## src/rtl/alu_sched_pkg.sv

```systemverilog
`default_nettype none
// ============================================================================
// Module   : alu_sched_pkg
// Purpose  : Shared types and helpers for the ALU reservation-station
//            scheduler (entry vector, age matrix, lowest-set-bit pick).
// Revision : 1.0 - initial release
// ============================================================================
package alu_sched_pkg;

  localparam int RS         = 3;
  localparam int RS_ENTRIES = RS + 1;

  typedef logic [RS:0]    rs_vec_t;
  typedef rs_vec_t [RS:0] age_mat_t;

  // One-hot vector marking the lowest-index set bit of v (zero if v is zero)
  function automatic rs_vec_t lowest_set(input rs_vec_t v);
    rs_vec_t r;
    r = '0;
    for (int i = RS; i >= 0; i--) begin
      if (v[i]) begin
        r    = '0;
        r[i] = 1'b1;
      end
    end
    return r;
  endfunction

endpackage : alu_sched_pkg
`default_nettype wire

```

## src/rtl/alu_age_select.sv

```systemverilog
`default_nettype none
// ============================================================================
// Module   : alu_age_select
// Purpose  : Age matrix for the ALU reservation station plus the
//            oldest-first pick among eligible entries. age[i][j]=1 means
//            entry i is older than entry j.
// Revision : 1.0 - initial release
// ============================================================================
module alu_age_select
  import alu_sched_pkg::*;
(
  input  logic    clk,
  input  logic    rst,
  input  rs_vec_t i_alloc,
  input  rs_vec_t i_eligible,
  output rs_vec_t o_pick
);

  age_mat_t r_age;
  age_mat_t w_age_nxt;
  rs_vec_t  w_blocked;

  // A newly allocated entry becomes younger than every other entry; its own
  // row is wiped so stale ordering from a previous occupant cannot leak in.
  always_comb begin
    w_age_nxt = r_age;
    for (int k = 0; k <= RS; k++) begin
      if (i_alloc[k]) begin
        w_age_nxt[k] = '0;
        for (int i = 0; i <= RS; i++) begin
          if (i != k) w_age_nxt[i][k] = 1'b1;
        end
      end
    end
  end

  // Age matrix register
  always_ff @(posedge clk) begin
    if (rst) r_age <= '0;
    else     r_age <= w_age_nxt;
  end

  // An eligible entry wins unless some other eligible entry is older
  always_comb begin
    w_blocked = '0;
    for (int i = 0; i <= RS; i++) begin
      for (int j = 0; j <= RS; j++) begin
        if (j != i && i_eligible[j] && r_age[j][i]) w_blocked[i] = 1'b1;
      end
    end
    o_pick = i_eligible & ~w_blocked;
  end

endmodule : alu_age_select
`default_nettype wire

```

## src/rtl/alu_rs_scheduler.sv

```systemverilog
`default_nettype none
// ============================================================================
// Module   : alu_rs_scheduler
// Purpose  : Allocation / issue controller for the four-entry ALU
//            reservation station. Allocates the lowest free entry and grants
//            one ready entry per cycle to the ALU.
// Config   : ALU_SCHED_AGE_EN - defined: oldest-first selection through the
//            age matrix; undefined: fixed priority, lowest eligible wins.
// Revision : 1.0 - initial release
// ============================================================================
module alu_rs_scheduler
  import alu_sched_pkg::*;
#(
  parameter int RS = 3
) (
  input  logic        clk,
  input  logic        globalReset,
  input  logic        clear,
  input  logic        dispatchValid,
  input  logic        aluReady,
  input  logic [RS:0] busy,
  input  logic [RS:0] requests,
  output logic [RS:0] writeRequests,
  output logic        dispatchStall,
  output logic [RS:0] grants,
  output logic        execute,
  output logic        issueValid
);

  rs_vec_t r_alloc_pend;
  rs_vec_t r_grant_pend;
  logic    r_issue_valid;

  rs_vec_t w_free;
  rs_vec_t w_eligible;
  rs_vec_t w_pick;
  logic    w_kill;

  assign w_kill = clear | globalReset;

  // Allocation: allocPend masks an entry until its busy flag shows up
  always_comb begin
    w_free        = ~busy & ~r_alloc_pend;
    writeRequests = (dispatchValid && !w_kill) ? lowest_set(w_free) : '0;
    dispatchStall = dispatchValid && !globalReset && (w_free == '0);
  end

  // An entry granted last cycle is still busy/requesting; hide it for a cycle
  assign w_eligible = requests & ~r_grant_pend;

`ifdef ALU_SCHED_AGE_EN
  alu_age_select u_age_select (
    .clk        (clk),
    .rst        (w_kill),
    .i_alloc    (writeRequests),
    .i_eligible (w_eligible),
    .o_pick     (w_pick)
  );
`else
  assign w_pick = lowest_set(w_eligible);
`endif

  // Issue: nothing is granted while the ALU is full or the pipe is flushing
  always_comb begin
    grants  = (aluReady && !w_kill) ? w_pick : '0;
    execute = |grants;
  end

  // Pending masks and the issue-valid flag track the station registers
  always_ff @(posedge clk) begin
    if (w_kill) begin
      r_alloc_pend  <= '0;
      r_grant_pend  <= '0;
      r_issue_valid <= 1'b0;
    end else begin
      r_alloc_pend  <= writeRequests;
      r_grant_pend  <= grants;
      r_issue_valid <= execute;
    end
  end

  assign issueValid = r_issue_valid;

endmodule : alu_rs_scheduler
`default_nettype wire

```

## config.mk

```make
export PLATFORM = sky130hd
export DESIGN_NAME = alu_rs_scheduler
export DESIGN_NICKNAME = d
export VERILOG_FILES = /design/src/rtl/alu_sched_pkg.sv /design/src/rtl/alu_age_select.sv /design/src/rtl/alu_rs_scheduler.sv
export SDC_FILE = /design/constraint.sdc
export NUM_CORES = 1
export LEC_CHECK = 0
export CORE_AREA = 8 8 45 47
export CTS_CLUSTER_DIAMETER = 50
export CTS_CLUSTER_SIZE = 30
export DETAILED_ROUTE_END_ITERATION = 6
export DIE_AREA = 0 0 53 55
export PLACE_DENSITY = 0.68
export SLEW_MARGIN = 20
export SYNTH_ARGS = -nofsm -noshare
export SYNTH_HDL_FRONTEND = slang
export SYNTH_SLANG_ARGS = --single-unit
```

## constraint.sdc

```tcl
create_clock -name clk -period 2.5 [get_ports clk]
set_input_delay 0.25 -clock clk [delete_from_list [all_inputs] [get_ports clk]]
set_output_delay 0.25 -clock clk [all_outputs]
set_load 0.01 [all_outputs]
```

==> run metrics, run 1 <==
Clk pwr share between 30% and 40%; RD Place Congestion roughly 0.75; register area share after synthesis 45.7%; Worst Setup Path Type input pin to primary output; Setup WS pre-CTS ~0.35 ns; minimum clock period 2.13 ns; Most Crowded Layer GR met2; Synth async-reset ratio 0%; leakage power around 0.23 nW; Final ANT Viol Nets 0; critical path's slowest cell clkdlybuf4s50_1; Fin. Hold Viols 0; met1 GRT Util under 10%; Post-DP HPWL roughly 900 um; fill count between 100 and 150; NetSw between 0.07 and 0.08 mW; hold buffer count at CTS 0; final-report setup violation count 0; met2 usage roughly 12%; syn_nets 54; FMAX ~470 MHz; PwrDens roughly 460 nW/um^2; crit end category primary output; layout cell share with drive strength beyond 1 between 10% and 20%; Resized Gates After CTS 0; CTS tree done; CP Buf/Inv Count 2; count leader, synth dfxtp_1; combinational power share about 17%; initial antenna violation count 0; clk slew on worst S/H paths 0.06 ns; non-filler cells in the finished layout 84; drt via density between 4 and 5; Antenna diodes 0; GR Util met3 about 1.6%; Max Buffers Root-to-Sink 2; Post-Syn Area per Cell just under 10 um^2; GRT Util Overall under 10%; cell count after synthesis 41; Slew headroom between 80% and 90%; DRC viols 0; Synth Register Bits 9; vias in the first global route between 400 and 500; pin count of the biggest net entering global routing 9; Post-Route WL 1.06 mm; height of the die approximately 55 um; Yosys cell types 14; VDD IR max about 0.21 mV; CP required 2.25 ns; # rows 14; Sink Count 9; Detailed Routing Iterations Pass 1 4; ordered list of cells on the worst path clkdlybuf4s50_1 -> o22ai_2 -> o21bai_4 -> nor4b_2 -> clkdlybuf4s50_1; Layout Nets just over 80; PnR Total Power about 0.31 mW; # IOs 24; MaxCap Viol Count 0; Clk Latency, worst-skew pair roughly 0.26 ns; vias post-DR between 400 and 500; fin crit share between 80 and 90%; grt ovf 0; Post-CTS Setup Inserts 0; final core occ approximately half; setup ws final 0.368 ns; Fin Clk Skew approximately 0.007 ns; arrival time of the worst setup path roughly 1.9 ns; Final Cell Area around 670 um^2; Seq pwr share roughly 48%; cts bufs inserted 3; Post-synth EDFFs 0; leading area contributor after synthesis dfxtp_1; Slew Limit Fails 0; First DRT Iteration DRCs 6; crit-path max FO 4; core area 1380 um^2; Max H-tree Level 1; first-pass GRT wire length 1.59 mm; Synth Warn # 0; Int Pwr roughly 0.24 mW; slowest stage delay, CP between 0.5 and 0.6 ns; detailed-route wire length per cell 12.6 um; clock root buffer clkbuf_4; outcome completed; Initial Util around 28%; RSZ-0062 raised after global routing false; synth-to-layout area growth 70.2%; DIE AREA ~3000 um^2; dpl cells 80; Crit path max-delay family buffers and inverters; Sw Share a little under a quarter; measured slew at the worst slew-check pin approximately 0.24 ns; Synth top cells by count dfxtp_1 (9), nor2_1 (6), nor4_1 (6); crit start category input pin; setup TNS 0 ns; WHS around 0.45 ns; Die X approximately 53 um; DP Area roughly 640 um^2; Most used DFF post-synth dfxtp_1; Worst path most repeated cell clkdlybuf4s50_1; hold crit path type flop to flop; port buffer count 23; Synth top area share a little under half; Netlist Area Pre-Place about 400 um^2; synth top area cells dfxtp_1 (46%), nor4_1 (9.5%), nand2b_1 (6.3%)
## cell type report
cell class	count	area, um^2	share of cell area (%)
clock buffer	4	26.3	3.92
multi-input combinational	32	214	31.9
sequential	9	180	26.9
tap	16	20.0	2.99
timing repair buffer	23	230	34.3
## cell families (layout without fill, tap and decap cells)
logic type,count (synthesis),in the layout,synth area share (%)
simple gates,28,28,41.9
flops,9,9,45.7
buf+inv,0,27,0
compound gates,4,4,12.4
## per-layer routing
layer / share of wire (%) / vias up / wire length (um)
met5: 0 / - / 0
met4: 1.8 / 0 / 19
met3: 5.5 / 2 / 58
met2: 48 / 11 / 512
met1: 44 / 185 / 466
li1: - / 212 / -
## state kept, by name (all words and copies together), names as in the netlist
| name | count |
|---|---|
| r_alloc_pend | 4 |
| issueValid | 1 |
| r_grant_pend | 4 |
## power groups by stage
stage | Clock [mW] | Sequential (mW) | Combinational, mW
final | 0.110 | 0.147 | 0.0527
after global routing | 0.120 | 0.148 | 0.0573
after CTS | 0.114 | 0.147 | 0.0533
after detailed placement | 0 | 0.151 | 0.0532
after global placement | 0 | 0.151 | 0.0524
after floorplan | 0 | 0.151 | 0.0201
## cells in the final DEF, fill, tap and decap left out
cell type and n:
nand3_2 1, clkbuf_1 1, nor4b_2 1, nand2_2 1, nor2_1 6, nor2_2 1
nor3_1 4, o21bai_4 1, nor3b_1 2, clkdlybuf4s50_1 23, dfxtp_1 9, nor4_1 6
o22ai_2 1, clkbuf_4 3, nand2_1 2, a41oi_1 2, nand2b_1 4
## final timing paths
path,cells after the start,startpoint,endpoint,slack (ns)
setup / recovery,5,busy[0],dispatchStall,0.37
hold / removal,1,r_alloc_pend[3]$_SDFF_PP0_,r_alloc_pend[3]$_SDFF_PP0_,0.45
setup reg to reg,3,r_grant_pend[0]$_SDFF_PP0_,r_grant_pend[2]$_SDFF_PP0_,1.57
hold reg to reg,1,r_alloc_pend[3]$_SDFF_PP0_,r_alloc_pend[3]$_SDFF_PP0_,0.45
(Power assumes the default switching activity.)
==> run 2: changes to the inputs <==
CELL_PAD_IN_SITES_DETAIL_PLACEMENT = 0   (was default)
CELL_PAD_IN_SITES_GLOBAL_PLACEMENT = 1   (was default)
CORE_AREA = default   (was 8 8 45 47)
CORE_MARGIN = 8   (was default)
CORE_UTILIZATION = 26   (was default)
DIE_AREA = default   (was 0 0 53 55)
PLACE_DENSITY = 0.82   (was 0.68)
==> run 2 against run 1 <==
  * First-iteration DRC count is the same
  * Largest power group unchanged
  * Clock skew shrank 0.0042 ns
  * Design area unchanged
  * Largest cell class unchanged
  * Highest routed layer is now met3
  * Setup slack better by 0.023 ns
  * Register-to-register slack is essentially flat
  * Via count is 2.7% lower
  * Critical endpoint unchanged
  * Utilization fell by 2.9 points
==> run metrics, run 2 (same netlist as run 1, synthesis figures left out) <==
hold crit path type flop to flop; PwrDens roughly 460 nW/um^2; pin count of the biggest net entering global routing 9; Hold Path Cell Cnt 1; CP required about 2.3 ns; Antenna diodes 0; synth-to-layout area growth 70.2%; leakage power around 0.23 nW; cts bufs inserted 3; Post-CTS Setup Inserts 0; Resized Gates After CTS 0; grt ovf 0; DRC viols 0; Max H-tree Level 1; # rows 14; clk slew on worst S/H paths approximately 0.060 ns; drt via density between 4 and 5; DP Area around 640 um^2; detailed-route wire length per cell around 12 um; initial antenna violation count 0; Post-Route WL ~1.0 mm; RD Place Congestion between 0.7 and 0.8; final-report setup violation count 0; Max Buffers Root-to-Sink 2; first-pass GRT wire length 1.65 mm; arrival time of the worst setup path 1.86 ns; Detailed Routing Iterations Pass 1 3; # IOs 24; Initial Util between 20 and 30%; port buffer count 23; Clk Latency, worst-skew pair about 0.26 ns; vias post-DR 399; crit-path max FO 4; First DRT Iteration DRCs 6; setup ws final about 0.4 ns; Min-Delay Startpoint r_alloc_pend[3]$_SDFF_PP0_; Reg-to-Reg Start r_grant_pend[0]$_SDFF_PP0_; core area 1470 um^2; FMAX 474 MHz; crit end category primary output; Die X between 50 and 60 um; DIE AREA slightly above 3000 um^2; Layout Nets between 80 and 90; Fin Clk Skew approximately 0.0026 ns; RSZ-0062 raised after global routing false; crit start category input pin; GRT Util Overall 7.23%; R2R Path End r_grant_pend[2]$_SDFF_PP0_; most frequent cells in the layout clkdlybuf4s50_1 (23), dfxtp_1 (9), nor2_1 (6), nor4_1 (6); Slew headroom approximately 84%; CTS tree done; measured slew at the worst slew-check pin between 0.2 and 0.25 ns; commonest non-fill, non-tap cell in the layout clkdlybuf4s50_1; Final Cell Area 671 um^2; clock root buffer clkbuf_4; Final ANT Viol Nets 0; Setup WS pre-CTS 0.355 ns; hold buffer count at CTS 0; setup TNS 0 ns; Slew Limit Fails 0; reg-to-reg slack, setup approximately 1.6 ns; worst reg2reg path depth 3; VDD IR max approximately 0.24 mV; Worst Setup Path Type input pin to primary output; minimum clock period about 2.1 ns; MaxCap Viol Count 0; vias in the first global route 400; PnR Total Power 0.311 mW; outcome completed; Post-DP HPWL 853 um; Fin. Hold Viols 0; height of the die approximately 55 um; hold endpoint r_alloc_pend[3]$_SDFF_PP0_; layout cell share with drive strength beyond 1 13.2%; fin crit share a little over four fifths; Sink Count 9
## run 2: cell counts in the layout (fill, tap and decap cells not counted)
Identical to the previous run, type by type.
## run 2: power by group
part / switching, mW / total, mW / internal (mW)
clock network: 0.0498 / 0.111 / 0.0615
logic: 0.0221 / 0.0526 / 0.0305
registers: 0.00136 / 0.147 / 0.146
## run 2: cell type report
type | count | area, um^2
Sequential cell | 9 | 180
Multi-Input combinational cell | 32 | 214
Tap cell | 16 | 20.0
Timing Repair Buffer | 23 | 230
Clock buffer | 4 | 26.3
Fill cell | 164 | 801
## run 2: worst max path at each step
stage	cells after the start	start	slack (ns)	to
6_report	5	busy[0]	0.39	dispatchStall
2_1_floorplan	3	r_alloc_pend[0]$_SDFF_PP0_	1.28	writeRequests[3]
3_3_place_gp	5	globalReset	0.37	writeRequests[2]
4_1_cts	5	globalReset	0.36	writeRequests[3]
3_5_place_dp	5	globalReset	0.35	writeRequests[3]
5_1_grt	5	busy[0]	0.26	dispatchStall
## run 2: per-stage QoR
step	hold slack (ns)	util, %	cells
2_1_floorplan	0.328	-	41
3_3_place_gp	0.441	43.8	80
3_5_place_dp	0.434	43.8	80
4_1_cts	0.448	45.6	84
5_1_grt	0.486	45.6	84
6_report	0.446	45.6	84
## run 2: worst max-delay path, stage by stage
cell and delay (ns):
clkdlybuf4s50_1 0.53, o22ai_2 0.11, o21bai_4 0.19, nor4b_2 0.20, clkdlybuf4s50_1 0.57
## run 2: routing by layer
layer	global-route usage [%]	part of all wire, %	up-vias
met5	0	0	-
met3	3.48	5.7	0
li1	-	-	209
met1	8.98	44	178
met4	1.20	0	0
met2	11.3	50	12
==> run 3: changes to the inputs <==
CORE_UTILIZATION = 24   (was 26)
PLACE_DENSITY = 0.76   (was 0.82)
clock period = 2 ns   (was 2.5 ns; I/O delays follow)
==> run 3 against run 2 <==
  * Wire length rose by 17%
  * First-iteration DRC count rose by 50%
  * Design area up 10%
  * Highest routed layer is now met4
  * Critical path type unchanged
==> run metrics, run 3 (same netlist as run 1, synthesis figures left out) <==
NetSw 0.0957 mW; Sink Count 9; Post-CTS Setup Inserts 0; crit start category input pin; Sw Share 24.0%; routed length on met2 about 660 um; vias in the first global route 417; combinational power share between 10% and 20%; critical path's slowest cell clkdlybuf4s50_1; vias post-DR 420; Max H-tree Level 1; WHS between 0.4 and 0.5 ns; most frequent cells in the layout clkdlybuf4s50_1 (17), dfxtp_1 (9), nor2_1 (6); CP required between 1.5 and 2 ns; met1 WL between 500 and 600 um; Setup WS pre-CTS -0.0572 ns; Detailed Routing Iterations Pass 1 2; Die X about 57 um; crit end category primary output; outcome completed; detailed-route wire length per cell between 10 and 15 um; Worst path most repeated cell clkdlybuf4s50_1; # IOs 24; Critical Path Source globalReset; Layout Nets between 80 and 90; core area approximately 1500 um^2; Reg-to-Reg Start r_alloc_pend[0]$_SDFF_PP0_; clk slew on worst S/H paths approximately 0.06 ns; Clk Latency, worst-skew pair 0.25 ns; GRT Util Overall under 10%; setup ws final around 0.12 ns; PwrDens between 500 and 600 nW/um^2; CP Buf/Inv Count 2; Slew Limit Fails 0; MaxCap Viol Count 0; drt via density about 4.8; Antenna diodes 0; Multi-input gate area 249 um^2; worst reg2reg path depth 3; reg-to-reg slack, setup between 1 and 1.5 ns; Initial Util 25.9%; Max Buffers Root-to-Sink 2; FMAX 531 MHz; clock root buffer clkbuf_4; Slew headroom a little under nine tenths; ordered list of cells on the worst path clkdlybuf4s50_1 -> nor2_4 -> nand3_4 -> nor3_2 -> clkdlybuf4s50_1; layout cell share with drive strength beyond 1 23.6%; cts bufs inserted 3; Crit path max-delay family buffers and inverters; DIE AREA roughly 3200 um^2; grt ovf 0; Post-DP HPWL approximately 1000 um; initial antenna violation count 0; Hold Path Cell Cnt 1; VDD IR max 0.409 mV; height of the die 56.5 um; crit-path max FO 6; DRC viols 0; port buffer count 23; Fin. Hold Viols 0; DR top layer met4; fin crit share around 94%; leakage power between 0.3 and 0.4 nW; minimum clock period 1.88 ns; final-report setup violation count 0; R2R Path End r_alloc_pend[3]$_SDFF_PP0_; slowest stage delay, CP around 0.55 ns; hold endpoint r_alloc_pend[3]$_SDFF_PP0_; Int Pwr approximately 0.30 mW; Seq pwr share between 40 and 50%; hold buffer count at CTS 0; Final ANT Viol Nets 0; hold crit path type flop to flop; routed length on met3 ~21 um; measured slew at the worst slew-check pin roughly 0.22 ns; pin count of the biggest net entering global routing 9; First DRT Iteration DRCs 9; Fin Clk Skew ~0.0013 ns; Worst Setup Path Type input pin to primary output; Min-Delay Startpoint r_alloc_pend[3]$_SDFF_PP0_; arrival time of the worst setup path between 1.5 and 2 ns; first-pass GRT wire length 1.87 mm; RSZ-0062 raised after global routing false; fill count ~150; RD Place Congestion 0.726; commonest non-fill, non-tap cell in the layout clkdlybuf4s50_1; CTS tree done; register area around 180 um^2; Post-Route WL approximately 1.2 mm; # rows 14; Clk pwr share ~34%; synth-to-layout area growth 87.6%
[run 3: timing repair]
| action | in CTS | in global routing |
|---|---|---|
| resized for setup | 4 | 8 |
| cloned | 0 | 0 |
| endpoints found under the setup margin | 3 | 4 |
| endpoints found under the hold margin | 0 | 0 |
| pin swaps | 0 | 0 |
[run 3: metal layers]
layer  track usage (%)  up-vias
met2              12.7        7
met5                 0        -
met3              2.92        2
met1              7.30      195
met4              5.15        0
li1                  -      216
[run 3: stage by stage]
stage                     total power [mW]  cells  TNS [ns]  utilization, %  cell area [um^2]
after floorplan                      0.214     41         0               -               394
after global placement               0.261     84   -0.0279            44.3               674
after detailed placement             0.262     84   -0.0995            44.3               674
after CTS                            0.405     88         0            46.1               703
after global routing                 0.423     88         0            48.5               739
final                                0.399     88         0            48.5               739
[run 3: worst max-delay path by stage]
stage	end	slack, ns	cells past startpoint
global route	writeRequests[0]	0.02	5
CTS	grants[3]	0.02	5
global placement	writeRequests[2]	-0.02	5
finish	grants[3]	0.12	5
floorplan	writeRequests[3]	0.83	3
detailed placement	writeRequests[2]	-0.06	5
[run 3: final cells by class]
cell class | instances | share of cell area (%)
tap | 16 | 2.71
clock buffer | 4 | 3.55
sequential | 9 | 24.4
timing repair buffer | 27 | 35.7
multi-input combinational | 32 | 33.7
[run 3: worst reg2reg max path: stages, from the launching register on]
cell      delay (ns)
dfxtp_1         0.39
o22ai_2         0.10
o21bai_4        0.19
nor4_1          0.17
[run 3: power by group through the flow]
stage | sequential [mW] | clock (mW) | combinational (mW)
CTS | 0.184 | 0.147 | 0.0743
floorplan | 0.188 | 0 | 0.0251
finish | 0.184 | 0.137 | 0.0775
global route | 0.184 | 0.156 | 0.0828
detailed placement | 0.188 | 0 | 0.0740
global placement | 0.188 | 0 | 0.0725
